### config.mk
export PLATFORM = sky130hd
export DESIGN_NAME = subsurf_dma
export DESIGN_NICKNAME = d
export VERILOG_FILES = /design/src/rtl/subsurf_dma.sv
export SDC_FILE = /design/constraint.sdc
export NUM_CORES = 1
export LEC_CHECK = 0
export CORE_MARGIN = 4
export CORE_UTILIZATION = 30
export CTS_BUF_LIST = sky130_fd_sc_hd__clkbuf_4
export DETAILED_ROUTE_END_ITERATION = 16
export PLACE_DENSITY = 0.53
export SETUP_SLACK_MARGIN = 0.02
export SYNTH_ARGS = -nofsm -noshare
export SYNTH_HDL_FRONTEND = slang
export SYNTH_SLANG_ARGS = --single-unit
### constraint.sdc
create_clock -name clk_i -period 5.45 [get_ports clk_i]
set_input_delay 0.8175 -clock clk_i [delete_from_list [all_inputs] [get_ports clk_i]]
set_output_delay 0.8175 -clock clk_i [all_outputs]
set_load 0.01 [all_outputs]
### src/rtl/subsurf_dma.sv
// subsurf_dma: single-channel word DMA engine with COPY, FILL and per-lane signed MIDPOINT modes.
// Define SUBSURF_DMA_ABORT_EN to add the abort_i input that cancels a running job.
//
// state   | meaning
// IDLE    | waiting for start_i; job parameters latched on acceptance
// READA   | read source word A (or the only word in COPY)
// READB   | read source word B, capture word A (MIDPOINT only)
// WRITE   | write one destination word, advance pointers and count
// DONE    | one-cycle completion pulse, then back to IDLE

module subsurf_dma #(
    parameter int AW     = 9,
    parameter int DW     = 32,
    parameter int LANE_W = 16
) (
    input  logic            clk_i,
    input  logic            rst_n_i,
    input  logic            start_i,
    input  logic [1:0]      mode_i,
    input  logic [AW-1:0]   src_base_i,
    input  logic [AW-1:0]   dst_base_i,
    input  logic [AW:0]     len_i,
    input  logic [DW-1:0]   fill_val_i,
`ifdef SUBSURF_DMA_ABORT_EN
    input  logic            abort_i,
`endif
    output logic            src_en_o,
    output logic [AW-1:0]   src_a_o,
    input  logic [DW-1:0]   src_do_i,
    output logic            dst_en_o,
    output logic [DW/8-1:0] dst_we_o,
    output logic [AW-1:0]   dst_a_o,
    output logic [DW-1:0]   dst_di_o,
    output logic            busy_o,
    output logic            done_o
);

    localparam int NL = DW / LANE_W;
    localparam logic [1:0] M_COPY = 2'd0;
    localparam logic [1:0] M_MID  = 2'd2;

    typedef enum logic [2:0] {S_IDLE, S_READA, S_READB, S_WRITE, S_DONE} state_t;

    state_t          state_q, state_d;
    logic [1:0]      mode_q;
    logic [AW-1:0]   src_ptr_q, dst_ptr_q, src_step;
    logic [AW:0]     cnt_q;
    logic [DW-1:0]   fill_q, a_q, mid_w;
    logic [LANE_W:0] lane_a, lane_b, lane_sum;

    always_ff @(posedge clk_i or negedge rst_n_i) begin
        if (!rst_n_i) state_q <= S_IDLE;
        else          state_q <= state_d;
    end

    // Mode values 1 and 3 both behave as FILL, so bit 0 alone selects the write-only path.
    always_comb begin
        state_d = state_q;
        case (state_q)
            S_IDLE: begin
                if (start_i) begin
                    if (len_i == '0)    state_d = S_DONE;
                    else if (mode_i[0]) state_d = S_WRITE;
                    else                state_d = S_READA;
                end
            end
            S_READA: state_d = (mode_q == M_MID) ? S_READB : S_WRITE;
            S_READB: state_d = S_WRITE;
            S_WRITE: begin
                if (cnt_q == (AW+1)'(1)) state_d = S_DONE;
                else if (mode_q[0])      state_d = S_WRITE;
                else                     state_d = S_READA;
            end
            S_DONE:  state_d = S_IDLE;
            default: state_d = S_IDLE;
        endcase
`ifdef SUBSURF_DMA_ABORT_EN
        if (abort_i && (state_q == S_READA || state_q == S_READB || state_q == S_WRITE))
            state_d = S_IDLE;
`endif
    end

    assign src_step = (mode_q == M_MID) ? AW'(2) : AW'(1);

    always_ff @(posedge clk_i or negedge rst_n_i) begin
        if (!rst_n_i) begin
            mode_q    <= '0;
            src_ptr_q <= '0;
            dst_ptr_q <= '0;
            cnt_q     <= '0;
            fill_q    <= '0;
            a_q       <= '0;
        end else begin
            case (state_q)
                S_IDLE: begin
                    if (start_i) begin
                        mode_q    <= mode_i;
                        src_ptr_q <= src_base_i;
                        dst_ptr_q <= dst_base_i;
                        cnt_q     <= len_i;
                        fill_q    <= fill_val_i;
                    end
                end
                S_READB: a_q <= src_do_i;
                S_WRITE: begin
                    dst_ptr_q <= dst_ptr_q + AW'(1);
                    src_ptr_q <= src_ptr_q + src_step;
                    cnt_q     <= cnt_q - (AW+1)'(1);
                end
                default: ;
            endcase
        end
    end

    // Sign-extend each lane by one bit so the sum cannot overflow; dropping bit 0 is the floor halving.
    always_comb begin
        mid_w    = '0;
        lane_a   = '0;
        lane_b   = '0;
        lane_sum = '0;
        for (int i = 0; i < NL; i++) begin
            lane_a   = {a_q[i*LANE_W + LANE_W - 1], a_q[i*LANE_W +: LANE_W]};
            lane_b   = {src_do_i[i*LANE_W + LANE_W - 1], src_do_i[i*LANE_W +: LANE_W]};
            lane_sum = lane_a + lane_b;
            mid_w[i*LANE_W +: LANE_W] = lane_sum[LANE_W:1];
        end
    end

    always_comb begin
        src_en_o = 1'b0;
        src_a_o  = '0;
        dst_en_o = 1'b0;
        dst_we_o = '0;
        dst_a_o  = '0;
        dst_di_o = '0;
        busy_o   = 1'b0;
        done_o   = 1'b0;
        case (state_q)
            S_READA: begin
                busy_o   = 1'b1;
                src_en_o = 1'b1;
                src_a_o  = src_ptr_q;
            end
            S_READB: begin
                busy_o   = 1'b1;
                src_en_o = 1'b1;
                src_a_o  = src_ptr_q + AW'(1);
            end
            S_WRITE: begin
                busy_o   = 1'b1;
                dst_en_o = 1'b1;
                dst_we_o = '1;
                dst_a_o  = dst_ptr_q;
                if (mode_q[0])            dst_di_o = fill_q;
                else if (mode_q == M_COPY) dst_di_o = src_do_i;
                else                      dst_di_o = mid_w;
            end
            S_DONE:  done_o = 1'b1;
            default: ;
        endcase
    end

endmodule

==> metrics.md, run 1 <==
| Metric | Value |
|---|---|
| Sequential fraction of the synthesis area | `0.3641` |
| CP Buf/Inv Count | `3` |
| Status | `finished clean` |
| # fillers | `2,318` |
| Psw | `2.348 mW` |
| Fin Setup TNS | `0 ns` |
| Leakage | `3.803 nW` |
| Skew-Pair Late Insertion Delay | `0.48 ns` |
| Seq. cell area | `2427 um2` |
| Crit path DAT | `3.70 ns` |
| Slew headroom | `0.3522` |
| Setup crit start kind | `primary input` |
| CP max stage delay | `0.52 ns` |
| Drt total wl | `22,030 um` |
| Die width | `157.1 um` |
| FF-to-FF End | `src_ptr_q[8]$_DFFE_PN0P_` |
| Vias in the first global route | `6,562` |
| I/O pin total | `155` |
| Clock transition at the registers of the reported paths | `0.17 ns` |
| CP cell instances | `clkdlybuf4s50_1 > inv_1 > fa_1 > nand2b_1 > a21oi_2 > a211oi_2 > o31ai_4 > a31oi_4 > o311ai_2 > a31oi_1 > clkdlybuf4s50_1` |
| Worst path depth | `11` |
| Synthesized instance count | `844` |
| Switching portion of total power | `0.4667` |
| RSZ-0062 raised after global routing | `no` |
| Initial Util | `0.3055` |
| TritonCTS buffer count | `9` |
| Iteration-0 DRC count of the detailed router | `328` |
| Final period utilization | `0.8287` |
| Clock buffer depth | `2` |
| Drt wl/cell | `17.50 um` |
| Post-DRT Antenna Nets | `0` |
| Crit path max-delay family | `compound AO/OA/AOI/OAI gates` |
| Critical path peak fanout | `3` |
| Synthesized cell area | `6666 um2` |
| Syn_area_per_cell | `7.899 um2` |
| CTS H-tree depth | `3` |
| Footprint of the multi-input gates | `3924 um2` |
| Post-route minimum period | `4.517 ns` |
| Initial antenna violation count | `2` |
| Internal power | `2.683 mW` |
| Largest net degree at the start of global routing | `57` |
| Slowest-stage cell, CP | `clkdlybuf4s50_1` |
| Worst Path Required | `4.63 ns` |
| Die Span Y | `157.1 um` |
| TritonRoute pass-1 iters | `5` |
| Core ar. | `21,820 um2` |
| Logic gate share of total power | `0.665` |
| CP Launch Point | `src_do_i[1]` |
| EDFF count, synth | `0` |
| Sink Count | `97` |
| Pwr/cell area | `589.1 nW/um2` |
| Max VDD drop | `202.1 uV` |
| Max-slew violations | `0` |
| Worst reg-to-reg path cell count | `11` |
| Fraction of registers with async set/reset | `1.000` |
| Vias post-DR | `6,463` |
| Post-synthesis net count | `980` |
| Synth cell types | `71` |
| CP most frequent cell | `clkdlybuf4s50_1` |
| Setup Buffers After CTS | `0` |
| Layout cells sized above 1 | `0.05220` |
| Global placement routability congestion | `0.8466` |
| Root buffer cell | `clkbuf_4` |
| Tot Pwr | `5.030 mW` |
| Dpl hpwl | `15,610 um` |
| Port bufs | `154` |
| Synth Warn # | `0` |
| Post-synth top flop | `dfrtp_1` |
| Post-CTS sizing | `0` |
| Vias per inst | `5.133` |
| Max Cap Viol | `0` |
| Layout Nets | `1,108` |
| Crit path capture | `dst_di_o[15]` |
| Launch point of the worst reg-to-reg path | `mode_q[0]$_DFFE_PN0P_` |
| Count of state elements after synthesis | `97` |
| Cell row count | `54` |
| Sequential power share | `0.257` |
| Synthesis-to-layout area growth | `28.10%` |
| Critical Path End Type | `output pin` |
| Hold crit path type | `primary input to asynchronous set/reset pin` |
| Drt drc | `0` |
| Crit path kind | `primary input to output pin` |
| CTS tree | `built` |
| Gr usage total | `0.1802` |
| First-pass GRT wire length | `35,410 um` |
| R2R setup slack | `2.54 ns` |
| Setup-failing EPs final | `0` |
| Grt ovf | `0` |
| Clock Power Share | `0.079` |
| Fmax achieved | `221.4 MHz` |
| Total die area | `24,670 um2` |
| Final count of hold timing violations | `0` |
| Worst-margin pin slew | `0.9716 ns` |
| Clock skew | `0.01800 ns` |
| Hold buffers post-CTS | `0` |
==> power groups by stage <==
stage	logic, mW	registers, mW	clock network, mW
after floorplan	2.22	1.21	0
after global placement	3.35	1.30	0
after detailed placement	3.36	1.30	0
after CTS	3.38	1.29	0.421
after global routing	3.74	1.34	0.449
final	3.34	1.29	0.395
==> worst min-delay path by stage <==
stage / to / slack, ns / cells past startpoint
2_1_floorplan: fill_q[3]$_DFFE_PN0P_ / 0.44 / 2
3_3_place_gp: fill_q[18]$_DFFE_PN0P_ / 0.46 / 2
3_5_place_dp: fill_q[13]$_DFFE_PN0P_ / 0.46 / 2
4_1_cts: fill_q[3]$_DFFE_PN0P_ / 0.40 / 1
5_1_grt: fill_q[0]$_DFFE_PN0P_ / 0.42 / 1
6_report: fill_q[3]$_DFFE_PN0P_ / 0.40 / 1
==> final cells by class <==
cell class / count / area share
tap: 280 / 0.04103
sequential: 97 / 0.2842
clock buffer: 9 / 0.007912
clock inverter: 7 / 0.007179
timing repair buffer: 164 / 0.1890
antenna: 2 / 0.0005861
multi-input combinational: 676 / 0.4595
inverter: 24 / 0.01055
==> cell usage in the layout, fill, tap and decap left out, types with 4 or more instances in the layout <==
cell             count
nor3_1              12
inv_1               21
and2_1               8
and3_1               9
nand4_1              8
o21ai_0             30
o221ai_1            13
nand3_1             12
dfrtp_1             97
o22ai_1              6
o21ai_1             20
clkbuf_4             9
a211oi_1             8
mux2i_1              6
a221o_1              4
or3_1                4
clkinv_1             4
nand2b_1             4
nor4b_1              4
xor2_1               8
nand2_1            253
buf_4               11
nor4_1               4
nor2_1              60
clkdlybuf4s50_1    153
a31oi_1              8
a21oi_1             64
xnor2_1             18
ha_1                36
a21o_1              13
==> logic make-up (layout without fill, tap and decap cells) <==
family / count (synthesis) / after routing / synth area share
AND/OR/NAND/NOR: 397 / 397 / 0.2566
AO/OA/AOI/OAI: 208 / 208 / 0.2110
flip-flops: 97 / 97 / 0.3641
buffers and inverters: 71 / 204 / 0.04861
adder cells (fa/ha/maj): 39 / 39 / 0.07658
XOR/XNOR: 26 / 26 / 0.03416
multiplexers: 6 / 6 / 0.009009
other: 0 / 2 / 0
==> synthesized netlist by cell type, types with 9 or more instances <==
cell type	n	area, um2
nand2_1	254	953.4
dfrtp_1	97	2427
a21oi_1	64	320.3
nor2_1	60	225.2
ha_1	36	450.4
o21ai_0	30	150.1
clkbuf_1	26	97.59
inv_1	21	78.83
o21ai_1	20	100.1
xnor2_1	18	157.7
a21o_1	13	97.59
o221ai_1	13	113.9
nand3_1	12	60.06
nor3_1	12	60.06
buf_2	11	55.05
and2_1	9	56.30
and3_1	9	56.30
==> worst reg2reg max path, delay by kind of cell, from the launching register on <==
family / cells / cell delay (ns)
flops: 1 / 0.35
simple gates: 5 / 1.11
compound gates: 1 / 0.09
fa+ha+maj: 2 / 0.63
buf+inv: 3 / 0.66
==> routing by layer <==
metal / part of all wire / routed length [um] / track usage / up-vias
met5: 0 / 0 / 0 / -
met2: 0.45 / 9849 / 0.2870 / 170
met3: 0.054 / 1195 / 0.03794 / 31
met1: 0.48 / 10480 / 0.2492 / 3071
met4: 0.023 / 501 / 0.04957 / 0
li1: - / - / - / 3191
==> state kept, by name, summed over array words and instances (netlist names) <==
| signal | cells |
|---|---|
| a_q | 32 |
| fill_q | 32 |
| cnt_q | 10 |
| dst_ptr_q | 9 |
| src_ptr_q | 9 |
| state_q | 3 |
| mode_q | 2 |
==> per-stage QoR <==
step | util | setup slack [ns] | hold WS (ns) | cell area, um2 | instances
4_1_cts | 0.3911 | 0.9165 | 0.4042 | 8534 | 1257
2_1_floorplan | - | 2.099 | 0.4403 | 6666 | 844
3_3_place_gp | 0.3852 | 0.9445 | 0.4582 | 8406 | 1241
6_report | 0.3913 | 0.9334 | 0.4024 | 8539 | 1259
3_5_place_dp | 0.3852 | 0.9237 | 0.4639 | 8406 | 1241
5_1_grt | 0.3913 | 0.6969 | 0.4157 | 8539 | 1259
Note: power is estimated with default switching activity, not from simulation.
==> run 2: changes to the inputs <==
- PLACE_DENSITY: 0.53 -> 0.54
- clock period: 5.45 -> 4.04 ns (I/O delays scaled with it)
==> run 2 against run 1 <==
  * Core utilization rose by 0.65 points
  * Worst setup slack worse by 0.80 ns
  * Power grew 36%
  * Register-to-register slack worse by 1.1 ns
  * First-iteration DRC count grew 29%
  * Sequential power grew 38%
  * Combinational power rose by 38%
  * Count of clock-buffer cells in the layout increased by 3
  * Via count is 0.53% higher
  * Clock skew shrank 0.0027 ns
  * Die area did not move
  * Sequential cell count did not move
  * Critical endpoint is now dst_di_o[30]
  * Largest cell class unchanged
==> metrics.md, run 2 (synthesis results as in run 1) <==
| Metric | Value |
|---|---|
| Place WS | `-0.02205 ns (-0.9458 ns)` |
| Clock buffer depth | `2 (unchanged)` |
| Seq. cell area | `2427 um2 (unchanged)` |
| Post-route minimum period | `3.905 ns` |
| Clock transition at the registers of the reported paths | `0.16 ns (about the same)` |
| Vias in the first global route | `6,514 (-0.73%)` |
| Crit path DAT | `3.30 ns (-0.40 ns)` |
| Status | `finished clean` |
| Critical path peak fanout | `6 (+3)` |
| First-pass GRT wire length | `35,040 um (-1.1%)` |
| Psw | `3.213 mW (+37%)` |
| Max VDD drop | `294.8 uV (+46%)` |
| Die Span Y | `157.1 um (unchanged)` |
| Biggest regs | `a_q (32), fill_q (32), cnt_q (10)` |
| Port bufs | `154 (unchanged)` |
| TritonCTS buffer count | `9 (unchanged)` |
| Vias per inst | `5.096 (-0.74%)` |
| Pwr/cell area | `790.9 nW/um2 (+34%)` |
| Grt ovf | `0 (unchanged)` |
| Sink Count | `97 (unchanged)` |
| Footprint of the multi-input gates | `3945 um2 (+0.54%)` |
| Critical Path End Type | `output pin` |
| Dpl hpwl | `16,030 um (+2.7%)` |
| Worst Path Required | `3.43 ns (-1.20 ns)` |
| CTS H-tree depth | `3 (unchanged)` |
| Drt wl/cell | `17.30 um (-1.1%)` |
| Die width | `157.1 um (unchanged)` |
| Hold crit path type | `primary input to asynchronous set/reset pin` |
| Internal power | `3.653 mW (+36%)` |
| Sequential power share | `0.259 (+0.002)` |
| Logic gate share of total power | `0.669 (+0.004)` |
| Clock skew | `0.01532 ns (-0.002688 ns)` |
| Gr usage total | `0.1781 (-0.002059)` |
| Fin Setup TNS | `0 ns (unchanged)` |
| Total die area | `24,670 um2 (unchanged)` |
| Final count of hold timing violations | `0 (unchanged)` |
| Setup crit start kind | `primary input` |
| Fmax achieved | `256.1 MHz` |
| Initial Util | `0.3055 (unchanged)` |
| Drt drc | `0 (unchanged)` |
| Setup-failing EPs final | `0 (unchanged)` |
| Layout cells sized above 1 | `0.07646 (+0.02426)` |
| Max Cap Viol | `0 (unchanged)` |
| Clock Power Share | `0.072 (-0.007)` |
| Final Util | `0.3978 (+0.006478)` |
| Layout Nets | `1,125 (+1.5%)` |
| Worst-margin pin slew | `0.9592 ns (-0.01240 ns)` |
| Commonest non-fill, non-tap cell in the layout | `nand2_1` |
| Placed cell area | `8526 um2 (+1.4%)` |
| Iteration-0 DRC count of the detailed router | `423 (+29%)` |
| Synthesis-to-layout area growth | `30.22%` |
| Final period utilization | `0.9665` |
| I/O pin total | `155 (unchanged)` |
| Final WS setup | `0.1353 ns (-0.7981 ns)` |
| Root buffer cell | `clkbuf_4` |
| Commonest non-fill, non-tap cells in the layout | `253 x nand2_1, 146 x clkdlybuf4s50_1, 97 x dfrtp_1` |
| Largest net degree at the start of global routing | `55 (-3.5%)` |
| Drt total wl | `22,060 um (+0.15%)` |
| Switching portion of total power | `0.4680 (+0.001323)` |
| Initial antenna violation count | `1 (-1)` |
| Slew headroom | `0.3605 (+0.008267)` |
| Core ar. | `21,820 um2 (unchanged)` |
| CTS tree | `built` |
| Crit path kind | `primary input to output pin` |
| RSZ-0062 raised after global routing | `no` |
| TritonRoute pass-1 iters | `5 (unchanged)` |
| Cell row count | `54 (unchanged)` |
| Post-DRT Antenna Nets | `0 (unchanged)` |
| # fillers | `2,262 (-2.4%)` |
| Vias post-DR | `6,497 (+0.53%)` |
| Skew-Pair Late Insertion Delay | `0.47 ns (about the same)` |
| Leakage | `3.960 nW (+4.1%)` |
| Global placement routability congestion | `0.8796 (+3.9%)` |
| Max-slew violations | `0 (unchanged)` |
| Final instance area | `8681 um2 (+1.7%)` |
## run 2: cell count changes in the layout (fill, tap and decap cells not counted), sizes merged
cell	change
bufinv	-1
dlymetal6s2s	+6
buf	+17
dlygate4sd2	+1
clkdlybuf4s50	-7
diode	-1
clkbuf	+3
clkinv	-2
## run 2: worst paths after layout
kind / slack (ns) / depth (start not counted) / startpoint / endpoint
worst max-delay path: 0.14 / 10 / src_do_i[27] / dst_di_o[30]
worst min-delay path: 0.17 / 1 / rst_n_i / fill_q[1]$_DFFE_PN0P_
worst max register to register: 1.49 / 10 / mode_q[1]$_DFFE_PN0P_ / src_ptr_q[8]$_DFFE_PN0P_
worst min register to register: 0.49 / 2 / fill_q[16]$_DFFE_PN0P_ / fill_q[16]$_DFFE_PN0P_
max in group asynchronous: 3.04 / 2 / rst_n_i / a_q[20]$_DFFE_PN0P_
min in group clk_i: 0.49 / 2 / fill_q[16]$_DFFE_PN0P_ / fill_q[16]$_DFFE_PN0P_
## run 2: worst max-delay path, stage by stage
cell and delay (ns):
clkdlybuf4s50_1 0.53, ha_2 0.34, and4_4 0.19, a221oi_2 0.22, o21ai_1 0.12, a21o_1 0.20
a211oi_2 0.23, xor2_1 0.09, o22ai_1 0.19, clkdlybuf4s50_1 0.58
## run 2: final cells by class
type	instances	share of cell area
Antenna cell	1	0.0002883
Timing Repair Buffer	181	0.2022
Tap cell	280	0.04036
Multi-Input combinational cell	676	0.4545
Sequential cell	97	0.2796
Clock buffer	12	0.01038
Inverter	24	0.01038
Clock inverter	4	0.002306
## run 2: power by group through the flow
| stage | logic [mW] | registers [mW] | clock network, mW |
|---|---|---|---|
| 2_1_floorplan | 2.99 | 1.63 | 0 |
| 3_3_place_gp | 4.56 | 1.78 | 0 |
| 3_5_place_dp | 4.59 | 1.79 | 0 |
| 4_1_cts | 4.61 | 1.77 | 0.515 |
| 5_1_grt | 5.10 | 1.84 | 0.554 |
| 6_report | 4.60 | 1.78 | 0.495 |
## run 2: timing repair
action,CTS,global route
pin swaps,1,1
endpoints found under the setup margin,2,8
gates resized for setup,1,13
setup buffers,0,1
hold buffers,0,0
## run 2: per-layer routing
metal  routed length, um  up-vias  share of wire  global-route usage
li1                    -     3226              -                   -
met1               10650     3110           0.48              0.2554
met2               10170      149           0.46              0.2843
met3                1031       12          0.047             0.02777
met4                 216        0         0.0098             0.04097
met5                   0        -              0                   0
## run 2: through the flow
| step | hold slack (ns) | instances | power, mW |
|---|---|---|---|
| finish | 0.1746 | 1275 | 6.866 |
| global route | 0.2038 | 1275 | 7.494 |
| CTS | 0.1775 | 1273 | 6.892 |
| detailed placement | 0.4652 | 1257 | 6.382 |
| global placement | 0.4611 | 1257 | 6.339 |
| floorplan | 0.3104 | 844 | 4.621 |
==> run 3: changes to the inputs <==
- HOLD_SLACK_MARGIN: not set -> 0.12
- REMOVE_ABC_BUFFERS: not set -> 1
==> run 3 against run 2 <==
  * Core utilization increased by 0.38 points
  * Non-clock buffer count increased by 2
  * Cell count increased by 0.16%
  * First-iteration DRC count decreased by 11%
  * Sequential cell count unchanged
  * Worst setup slack improved by 0.0042 ns
  * Count of clock-buffer cells in the layout decreased by 2
  * Critical path depth increased by 2
  * Clock skew increased by 0.0045 ns
  * Maximum frequency increased by 0.11%
  * Sequential share of layout area decreased by 0.26 points
  * Register-to-register slack improved by 0.15 ns
  * Highest routed layer is now met5
==> metrics.md, run 3 (synthesis results as in run 1) <==
| Metric | Value |
|---|---|
| Layout cells sized above 1 | `0.07631 (-0.0001535)` |
| CTS H-tree depth | `3 (unchanged)` |
| Leakage | `4.021 nW (+1.5%)` |
| Synthesis-to-layout area growth | `31.46%` |
| Grt ovf | `0 (unchanged)` |
| Worst-margin pin slew | `0.8195 ns (-0.1397 ns)` |
| Clock skew | `0.01984 ns (+0.004525 ns)` |
| Dpl hpwl | `15,520 um (-3.1%)` |
| Final WS setup | `0.1396 ns (+0.004233 ns)` |
| Critical Path End Type | `output pin` |
| FF-to-FF End | `dst_ptr_q[4]$_DFFE_PN0P_` |
| Clock buffer depth | `2 (unchanged)` |
| Commonest non-fill, non-tap cell in the layout | `nand2_1` |
| R2R setup slack | `1.64 ns (+0.15 ns)` |
| Final count of hold timing violations | `0 (unchanged)` |
| Die Span Y | `157.1 um (unchanged)` |
| Slew headroom | `0.4529 (+0.09236)` |
| Biggest regs | `a_q (32), fill_q (32), cnt_q (10)` |
| Port bufs | `154 (unchanged)` |
| Worst hold slack | `0.1519 ns (-0.02276 ns)` |
| Setup-failing EPs final | `0 (unchanged)` |
| Worst Path Required | `3.43 ns (about the same)` |
| Layout Nets | `1,127 (+0.18%)` |
| Critical path peak fanout | `3 (-3)` |
| Max VDD drop | `328.4 uV (+11%)` |
| Vias post-DR | `6,508 (+0.17%)` |
| Tot Pwr | `6.949 mW (+1.2%)` |
| Commonest non-fill, non-tap cells in the layout | `253 x nand2_1, 144 x clkdlybuf4s50_1, 97 x dfrtp_1` |
| CTS tree | `built` |
| Root buffer cell | `clkbuf_4` |
| Core ar. | `21,820 um2 (unchanged)` |
| Max Cap Viol | `0 (unchanged)` |
| Largest net degree at the start of global routing | `52 (-5.5%)` |
| Final period utilization | `0.9655 (-0.001048)` |
| TritonRoute pass-1 iters | `5 (unchanged)` |
| Drt total wl | `21,760 um (-1.4%)` |
| Crit path kind | `primary input to output pin` |
| Pwr/cell area | `792.9 nW/um2 (+0.26%)` |
| Total die area | `24,670 um2 (unchanged)` |
| Status | `finished clean` |
| # fillers | `2,275 (+0.57%)` |
| Vias per inst | `5.096 (about the same)` |
| Fmax achieved | `256.4 MHz (+0.11%)` |
| Skew-Pair Late Insertion Delay | `0.48 ns (about the same)` |
| Max-slew violations | `0 (unchanged)` |
| Die width | `157.1 um (unchanged)` |
| Post-DRT Antenna Nets | `0 (unchanged)` |
| Launch point of the worst reg-to-reg path | `state_q[0]$_DFFE_PN0P_` |
| Global placement routability congestion | `0.8580 (-2.5%)` |
| Place WS | `-0.08195 ns (-0.05990 ns)` |
| Drt wl/cell | `17.04 um (-1.5%)` |
| Iteration-0 DRC count of the detailed router | `375 (-11%)` |
| Setup crit start kind | `primary input` |
| Sink Count | `97 (unchanged)` |
| First-pass GRT wire length | `34,290 um (-2.1%)` |
| Post-route minimum period | `3.900 ns (-0.004233 ns)` |
| Initial Util | `0.3055 (unchanged)` |
| Worst reg-to-reg path cell count | `5 (-5)` |
| I/O pin total | `155 (unchanged)` |
| Clock transition at the registers of the reported paths | `0.15 ns (about the same)` |
| RSZ-0062 raised after global routing | `no` |
| Crit path DAT | `3.29 ns (about the same)` |
| Gr usage total | `0.1739 (-0.004235)` |
| Initial antenna violation count | `2 (+1)` |
| Cell row count | `54 (unchanged)` |
| Vias in the first global route | `6,425 (-1.4%)` |
| TritonCTS buffer count | `9 (unchanged)` |
| Drt drc | `0 (unchanged)` |
| Hold crit path type | `primary input to asynchronous set/reset pin` |
-- run 3: changes by cell type in the layout (fill, tap and decap cells not counted), moves of 2 or more --
| cell | before | now |
|---|---|---|
| buf_4 | 28 | 30 |
| bufinv_16 | 0 | 2 |
| clkbuf_4 | 12 | 10 |
| clkdlybuf4s50_1 | 146 | 144 |
| dlymetal6s2s_1 | 6 | 8 |
| ha_1 | 32 | 34 |
| ha_2 | 4 | 1 |
-- run 3: final cells by class --
type | instances | area (um2) | share of cell area
clock buffer | 10 | 75.07 | 0.008567
timing repair buffer | 183 | 1775 | 0.2026
tap | 280 | 350.3 | 0.03998
clock inverter | 6 | 82.58 | 0.009423
inverter | 24 | 90.09 | 0.01028
sequential | 97 | 2427 | 0.2770
antenna | 1 | 2.502 | 0.0002856
multi-input combinational | 676 | 3960 | 0.4519
-- run 3: critical path: stages --
cell and delay, ns:
clkdlybuf4s50_1 0.48, inv_1 0.07, fa_1 0.43, nand2b_1 0.19, a21oi_2 0.15, a211oi_2 0.08, o31ai_4 0.25, buf_4 0.18
a31oi_4 0.10, o311ai_4 0.31, a31oi_1 0.13, dlygate4sd2_1 0.31
-- run 3: worst max path at each step --
stage               slack [ns]           end              startpoint  cells past startpoint
floorplan                 0.17    src_a_o[8]  state_q[1]$_DFFE_PN0P_                      3
finish                    0.14  dst_di_o[15]             src_do_i[1]                     12
CTS                       0.05  dst_di_o[25]            src_do_i[17]                     11
global placement         -0.08  dst_di_o[15]             src_do_i[1]                     11
detailed placement       -0.08  dst_di_o[15]             src_do_i[1]                     11
global route              0.03  dst_di_o[10]             src_do_i[6]                     10
-- run 3: report_power, final --
part / leakage [nW] / internal [mW] / switching (mW) / total [mW]
clock network: 0.0777 / 0.254 / 0.365 / 0.619
registers: 1.17 / 1.40 / 0.343 / 1.74
logic: 2.77 / 2.11 / 2.48 / 4.59
-- run 3: metrics by stage --
| stage | instances | TNS (ns) | cell area (um2) | utilization |
|---|---|---|---|---|
| floorplan | 797 | 0 | 6432 | - |
| global placement | 1258 | -0.1075 | 8533 | 0.3910 |
| detailed placement | 1258 | -0.08195 | 8533 | 0.3910 |
| CTS | 1275 | 0 | 8707 | 0.3990 |
| global route | 1277 | 0 | 8763 | 0.4016 |
| finish | 1277 | 0 | 8763 | 0.4016 |
-- run 3: repair_timing --
item,in CTS,in global routing
pin swaps,1,1
hold endpoints to repair,0,0
hold buffers,0,0
cloned,0,0
resized for setup,2,13
setup endpoints to repair,2,13
buffers inserted,1,1
-- run 3: per-layer routing --
| layer | vias to the layer above | global-route usage | routed length, um |
|---|---|---|---|
| li1 | 3233 | - | - |
| met1 | 3117 | 0.2435 | 10250 |
| met2 | 144 | 0.2878 | 10270 |
| met3 | 12 | 0.02062 | 1083 |
| met4 | 2 | 0.04302 | 139 |
| met5 | - | 0 | 9 |
